[src/rtl/recv_ctrl.sv]
// recv_ctrl: parses UART RX byte strobes into 5-byte command frames
// (HEADER, CMD, ARG_L, ARG_H, CHK). The frame is checked with an XOR checksum.
// Good frames pulse CmdValid. Data frames (CMD[7]=1) are also pushed into the
// downstream FIFO.
module recv_ctrl #(
  parameter logic [7:0] HEADER  = 8'hAA,
  parameter int         TIMEOUT = 50000
) (
  input  logic        CLK,
  input  logic        RST,
  input  logic        RxValid,
  input  logic [7:0]  RxData,
  input  logic        RxErr,
  input  logic        WrFull,
  output logic        WrReq,
  output logic [15:0] WrData,
  output logic        CmdValid,
  output logic [7:0]  Cmd,
  output logic [15:0] CmdArg,
  output logic        Busy,
  output logic [7:0]  ErrCnt,
  output logic        Ovf
);

  // The counter never needs to exceed TIMEOUT-1: the frame aborts on that value.
  localparam int             TW       = $clog2(TIMEOUT);
  localparam logic [TW-1:0]  TMO_LAST = TW'(TIMEOUT - 1);

  typedef enum logic [2:0] {
    IDLE,
    GOT_HDR,
    GOT_CMD,
    GOT_ARGL,
    GOT_ARGH
  } state_t;

  state_t        state_q, state_d;
  logic [TW-1:0] tmo_q, tmo_d;
  logic [7:0]    rx_cmd_q, rx_cmd_d;
  logic [7:0]    rx_arg_l_q, rx_arg_l_d;
  logic [7:0]    rx_arg_h_q, rx_arg_h_d;
  logic          wr_req_q, wr_req_d;
  logic [15:0]   wr_data_q, wr_data_d;
  logic          cmd_valid_q, cmd_valid_d;
  logic [7:0]    cmd_q, cmd_d;
  logic [15:0]   cmd_arg_q, cmd_arg_d;
  logic [7:0]    err_cnt_q, err_cnt_d;
  logic          ovf_q, ovf_d;
  logic          err_inc;
  logic          tmo_expired;

  // Frame parser: next state, latched bytes, output pulses and error events
  always_comb begin
    state_d     = state_q;
    rx_cmd_d    = rx_cmd_q;
    rx_arg_l_d  = rx_arg_l_q;
    rx_arg_h_d  = rx_arg_h_q;
    wr_req_d    = 1'b0;
    wr_data_d   = wr_data_q;
    cmd_valid_d = 1'b0;
    cmd_d       = cmd_q;
    cmd_arg_d   = cmd_arg_q;
    ovf_d       = ovf_q;
    err_inc     = 1'b0;
    // A byte arriving on the expiry cycle takes priority over the abort.
    tmo_expired = (state_q != IDLE) && (tmo_q == TMO_LAST) && !RxValid;

    if (RxErr) begin
      // The byte is discarded. In IDLE the state is already IDLE.
      err_inc = 1'b1;
      state_d = IDLE;
    end else if (RxValid) begin
      case (state_q)
        IDLE: begin
          if (RxData == HEADER) state_d = GOT_HDR;
        end
        GOT_HDR: begin
          rx_cmd_d = RxData;
          state_d  = GOT_CMD;
        end
        GOT_CMD: begin
          rx_arg_l_d = RxData;
          state_d    = GOT_ARGL;
        end
        GOT_ARGL: begin
          rx_arg_h_d = RxData;
          state_d    = GOT_ARGH;
        end
        GOT_ARGH: begin
          state_d = IDLE;
          if (RxData == (rx_cmd_q ^ rx_arg_l_q ^ rx_arg_h_q)) begin
            cmd_valid_d = 1'b1;
            cmd_d       = rx_cmd_q;
            cmd_arg_d   = {rx_arg_h_q, rx_arg_l_q};
            if (rx_cmd_q[7]) begin
              if (WrFull) begin
                ovf_d   = 1'b1;
                err_inc = 1'b1;
              end else begin
                wr_req_d  = 1'b1;
                wr_data_d = {rx_arg_h_q, rx_arg_l_q};
              end
            end
          end else begin
            err_inc = 1'b1;
          end
        end
        default: state_d = IDLE;
      endcase
    end else if (tmo_expired) begin
      err_inc = 1'b1;
      state_d = IDLE;
    end

    // Inter-byte counter: restarts on every strobe, parked at zero outside a frame
    if (state_d == IDLE || RxValid) begin
      tmo_d = '0;
    end else begin
      tmo_d = tmo_q + 1'b1;
    end

    // Several simultaneous causes still count as one error; saturate at FF
    if (err_inc && (err_cnt_q != 8'hFF)) begin
      err_cnt_d = err_cnt_q + 8'd1;
    end else begin
      err_cnt_d = err_cnt_q;
    end
  end

  // State and output registers, cleared asynchronously by RST
  always_ff @(posedge CLK or negedge RST) begin
    if (!RST) begin
      state_q     <= IDLE;
      tmo_q       <= '0;
      rx_cmd_q    <= 8'h00;
      rx_arg_l_q  <= 8'h00;
      rx_arg_h_q  <= 8'h00;
      wr_req_q    <= 1'b0;
      wr_data_q   <= 16'h0000;
      cmd_valid_q <= 1'b0;
      cmd_q       <= 8'h00;
      cmd_arg_q   <= 16'h0000;
      err_cnt_q   <= 8'h00;
      ovf_q       <= 1'b0;
    end else begin
      state_q     <= state_d;
      tmo_q       <= tmo_d;
      rx_cmd_q    <= rx_cmd_d;
      rx_arg_l_q  <= rx_arg_l_d;
      rx_arg_h_q  <= rx_arg_h_d;
      wr_req_q    <= wr_req_d;
      wr_data_q   <= wr_data_d;
      cmd_valid_q <= cmd_valid_d;
      cmd_q       <= cmd_d;
      cmd_arg_q   <= cmd_arg_d;
      err_cnt_q   <= err_cnt_d;
      ovf_q       <= ovf_d;
    end
  end

  assign WrReq    = wr_req_q;
  assign WrData   = wr_data_q;
  assign CmdValid = cmd_valid_q;
  assign Cmd      = cmd_q;
  assign CmdArg   = cmd_arg_q;
  assign ErrCnt   = err_cnt_q;
  assign Ovf      = ovf_q;
  assign Busy     = (state_q != IDLE);

endmodule

[config.mk]
export PLATFORM = sky130hd
export DESIGN_NAME = recv_ctrl
export DESIGN_NICKNAME = d
export VERILOG_FILES = /design/src/rtl/recv_ctrl.sv
export SDC_FILE = /design/constraint.sdc
export NUM_CORES = 1
export LEC_CHECK = 0
export CORE_MARGIN = 2
export CORE_UTILIZATION = 25
export CTS_CLUSTER_DIAMETER = 150
export DETAILED_ROUTE_END_ITERATION = 10
export SLEW_MARGIN = 20
export SYNTH_ARGS = -nofsm -noshare
export SYNTH_HDL_FRONTEND = slang
export SYNTH_SLANG_ARGS = --single-unit
export TNS_END_PERCENT = 5
[constraint.sdc]
create_clock -name CLK -period 5.5 [get_ports CLK]
set_clock_uncertainty 0.2 [all_clocks]
set_input_delay 1.1 -clock CLK [delete_from_list [all_inputs] [get_ports CLK]]
set_output_delay 1.1 -clock CLK [all_outputs]
set_load 0.03 [all_outputs]
# Word level (Yosys, flattened, before mapping)
# Index checks and enable logic that the tools add are counted.
dict set report word_totals {
  register_bits 94
  in_bits 13
  output_inout_bits 52
}
dict set report op_classes {
  addsub 2
  n_eq_ne 8
  n_mux 23
  bitwise 4
  reduce_logical 14
}
# op count
set ops {}
lappend ops {{two-way mux 1 bit} 17}
lappend ops {{adder 16 x 1 -> 16 bit, second input constant} 1}
lappend ops {{== test 16 bit, second input constant} 1}
lappend ops {{two-way mux 16 bit} 1}
lappend ops {{XOR 8 bit} 2}
lappend ops {{two-way mux 3 bit} 4}
lappend ops {{case mux 3 bit (4 select lines)} 1}
lappend ops {{AND reduction 6 bit} 2}
lappend ops {{AND reduction 3 bit} 3}
lappend ops {{adder 8 x 1 -> 8 bit, second input constant} 1}
lappend ops {{== test 8 bit} 1}
lappend ops {{== test 8 bit, second input constant} 1}
lappend ops {{!= test 8 bit, second input constant} 1}
lappend ops {{== test 3 x 2 -> 1 bit, second input constant} 2}
lappend ops {{logical NOT 3 bit} 2}
lappend ops {{AND reduction 4 bit} 1}
lappend ops {{== test 3 x 1 -> 1 bit, second input constant} 1}
lappend ops {{== test 3 bit, second input constant} 1}
lappend ops {{logical AND 1 bit} 3}
lappend ops {{nonzero test 3 bit} 1}
lappend ops {{inverter 1 bit} 2}
lappend ops {{logical NOT 1 bit} 1}
lappend ops {{logical OR 1 bit} 1}

# Depth between registers and ports, before layout
dict set report depth {
  ltp_word 9
  mapped_depth 10
}

# Least setup slack after synthesis
# No wires, ideal clock.
dict set report synth_timing {
  path_type {in2reg}
  from {input RxData[7]}
  to {register wr_data_q[10] (netlist: WrData[10])}
  arrival_ps 3134
  required_time_ps 5175
  slack_ps 2041
  path_stages 10
  cell_sequence {xor2_1 > xnor2_1 > nor4_1 > nand2_1 > or3_1 > buf_6 > or3b_1 > buf_6 > buf_12 > mux2_4}
}
dict set report synth_via {
  elab_chain_len 2
}
# item line_no
set synth_lines {}
lappend synth_lines {{start: declaration} 12} ;# input logic [7:0] RxData,
lappend synth_lines {{== test 8 bit} 91} ;# if (RxData == (rx_cmd_q ^ rx_arg_l_q ^ rx_arg_h_q)) begin
lappend synth_lines {{AND reduction 6 bit (no source line)} n/a}
lappend synth_lines {{end signal: assignment} 152} ;# wr_data_q <= wr_data_d;
lappend synth_lines {{end: declaration} 43} ;# logic [15:0] wr_data_q, wr_data_d;
# Every way passes these cells.
# A chain may end at the register's enable or synchronous reset.

# Worst setup path after layout
dict set report layout_timing {
  from {input RxData[0]}
  to {register wr_data_q[12] (netlist: WrData[12])}
}
# Same word-level chain as after synthesis.

==> results.tsv <==
stage	metric	value	unit
job	cap_violations	0	
timing	max_freq	239.9	MHz
finish	area_growth	28.94	%
worst_setup_path	worstRegToRegCells	7	
global_routing	grt_use_met2	16.84	%
routing	drc	0	
global_routing	grt_pass1_vias	2778	
power	internal-power	1.174	mW
power	p_total	1.575	mW
clock_tree	post_cts_buffers	0	
timing	max_slew_margin	33.63	%
timing	setup_violations	0	
clock_tree	h-tree-depth	3	
logic_synthesis	avgSynthCellArea	13.24	um^2
routing	wl_per_cell	15.01	um
power	power_frac_clock	39.4	%
finish	stdcell_area	5274	um^2
worst_setup_path	crit_required	5520	ps
finish	finalCoreUtilization	33.08	%
power	power.switching	0.4007	mW
routing	avgViaCountPerCell	4.262	
timing	drv_slew	0	
finish	drive_above_1_share	22.66	%
finish	n_antenna_cell	0	
floorplanning	initial_core_util	25.66	%
finish	final_nets	394	
power	p_per_area	298.6	nW/um^2
logic_synthesis	async_reset_ff_share	100.0	%
power	p_seq_share	48.3	%
clock_tree	ctsHoldBuffers	0	
floorplanning	rows	46	
power	leakagePower	2.388	nW
power	vdd_drop_max	0.1294	mV
finish	n_fill_cell	1597	
placed_design	globalplace.congestion	0.7556	
routing	final_antenna_net_count	0	
outcome	status	completed	
placed_design	place_area	4975	um^2
clock_tree	cts_buffers	9	
timing	worst_slew_pin_slew	995.5	ps
clock_tree	ctsResizeCount	0	
worst_setup_path	critPathArrivalTime	4190	ps
timing	finalHoldViolations	0	
logic_synthesis	syn-cell-area	4090	um^2
clock_tree	clk_path_buf_depth	2	
global_routing	overflow	0	
worst_setup_path	path_common_cell	xnor2_1	
logic_synthesis	synth.most_common_cell	dfrtp_1	
routing	wl	9003	um
worst_setup_path	critPathLaunchType	primary input	
logic_synthesis	syn_nets	324	
clock_tree	cts_tree	done	
finish	multi_input_area	1669	um^2
routing	drt_iter0_drc	83	
global_routing	use_met3	3.230	%
timing	period_minus_slack	4169	ps
global_routing	grtUsageTotal	10.90	%
worst_setup_path	critPathMaxFanout	17	
clock_tree	path_clk_slew	70	ps
logic_synthesis	synth_cells	309	
logic_synthesis	synth_ff_type	dfrtp_1	
clock_tree	clock_latency	340	ps
worst_setup_path	end_kind	flip-flop	
global_routing	grt_pass1_wl	14970	um
floorplanning	dieArea	17400	um^2
floorplanning	core-area	15940	um^2
logic_synthesis	netlist_top_cells_count	dfrtp_1, mux2_2, xnor2_1	
placed_design	dpl.hpwl	6543	um
logic_synthesis	synth_edf_count	0	
clock_tree	cts_root_buffer	clkbuf_16	
worst_setup_path	critPathKind	primary input to flip-flop	
global_routing	antenna_found_initial	0	
power	p_comb_share	12.3	%
floorplanning	die_y	131.9	um
clock_tree	clock-sinks	94	
logic_synthesis	ys_warn_count	0	
timing	holdWs	264.3	ps
worst_setup_path	cpMaxStageDelayCell	or3b_1	
global_routing	grt_use_met1	14.14	%
logic_synthesis	synth_seq_cells	94	
logic_synthesis	yosys.area.top_type	dfrtp_1	
timing	tns	0	ps
worst_setup_path	critPathMaxStageDelay	780	ps
global_routing	grt_max_degree	54	
floorplanning	io_pins	65	
global_routing	globalRoute.busiestLayer	met2	
placed_design	port_buffers	64	
logic_synthesis	synth_top_area_share	57.51	%
timing	rsz0062_at_grt	no	
power	swShare	25.45	%
floorplanning	die_width	131.9	um
worst_setup_path	crit_chain	clkdlybuf4s50_1 -> xnor2_1 -> xnor2_1 -> nor4_1 -> nand2_1 -> or3_1 -> or3b_1 -> mux2_4	
timing	fin_crit_sh	75.80	%
logic_synthesis	ys_types	30	
worst_hold_path	hold_depth	1	
routing	dr.pass1.iters	4	
worst_hold_path	hold_class	flip-flop to flip-flop	
logic_synthesis	yosysSeqAreaShare	57.51	%
routing	vias	2557	
finish	register_area	2352	um^2
logic_synthesis	yosys-top-cells-area	dfrtp_1, mux2_2, xnor2_1	
[per-layer routing]
metal  wire length (um)  up-vias
met5                  0        -
met4                159        0
met3                442       10
met2               4230       52
met1               4171     1281
li1                   -     1214
[cell type report]
class	count	area share [%]
timing repair buffer	67	12.53
inverter	6	0.4270
tap	216	5.125
multi-input combinational	201	31.65
clock inverter	5	1.068
sequential	94	44.60
clock buffer	11	4.603
[worst max-delay path: cells and delay by family]
family	cells	cell delay, ps
simple gates	4	1800
buf+inv	1	500
mux	1	460
xor+xnor	2	320
[stage by stage]
stage | std cells | worst slack (ps)
global placement | 584 | 1077
floorplan | 309 | 2041
global route | 600 | 1222
detailed placement | 584 | 989.9
CTS | 600 | 1350
finish | 600 | 1331
[registers in the layout, summed over array words and instances, names as in the netlist]
name and cells:
CmdArg 16, WrData 16, tmo_q 16, Cmd 8
ErrCnt 8, rx_arg_h_q 8, rx_arg_l_q 8, rx_cmd_q 8
state_q 3, CmdValid 1, Ovf 1, WrReq 1
[kinds of logic after synthesis]
family | Yosys count | synth area share (%)
AOI/OAI and AO/OA | 10 | 1.713
xor gates and xnor gates | 45 | 9.636
adders and majority gates | 2 | 0.6117
buffers and inverters | 14 | 2.050
DFF | 94 | 57.51
muxes | 66 | 19.00
and+or+nand+nor | 78 | 9.483
[layout by cell type, fill, tap and decap left out, drive strengths merged, types with 2 or more instances in the layout]
cell	netlist	routed
a21oi	4	4
and3	5	5
buf	3	4
clkbuf	5	11
clkdlybuf4s50	0	63
clkinv	0	2
dfrtp	94	94
ha	2	2
inv	6	7
mux2	66	66
nand2	14	14
nand2b	2	2
nand3	8	8
nand4	7	7
nor2	27	27
nor3	4	4
nor4	3	3
nor4b	3	3
nor4bb	2	2
xnor2	28	28
xor2	17	17
[power by group through the flow]
stage	combinational [mW]	clock, mW	sequential (mW)
CTS	0.197	0.636	0.761
global placement	0.193	0	0.771
floorplan	0.0598	0	0.813
global route	0.210	0.662	0.766
detailed placement	0.197	0	0.774
finish	0.194	0.621	0.760
[final timing paths]
kind | startpoint | end | slack, ps
min in group asynchronous | RST | tmo_q[4]$_DFF_PN0_ | 600
worst max-delay path | RxData[0] | WrData[12]$_DFFE_PN0P_ | 1330
max in group asynchronous | RST | WrData[14]$_DFFE_PN0P_ | 3510
worst max register to register | rx_arg_l_q[0]$_DFFE_PN0P_ | WrData[12]$_DFFE_PN0P_ | 2180
worst min-delay path | tmo_q[0]$_DFF_PN0_ | tmo_q[0]$_DFF_PN0_ | 260
worst min register to register | tmo_q[0]$_DFF_PN0_ | tmo_q[0]$_DFF_PN0_ | 260
No activity file was read; power rests on OpenSTA's default activity.
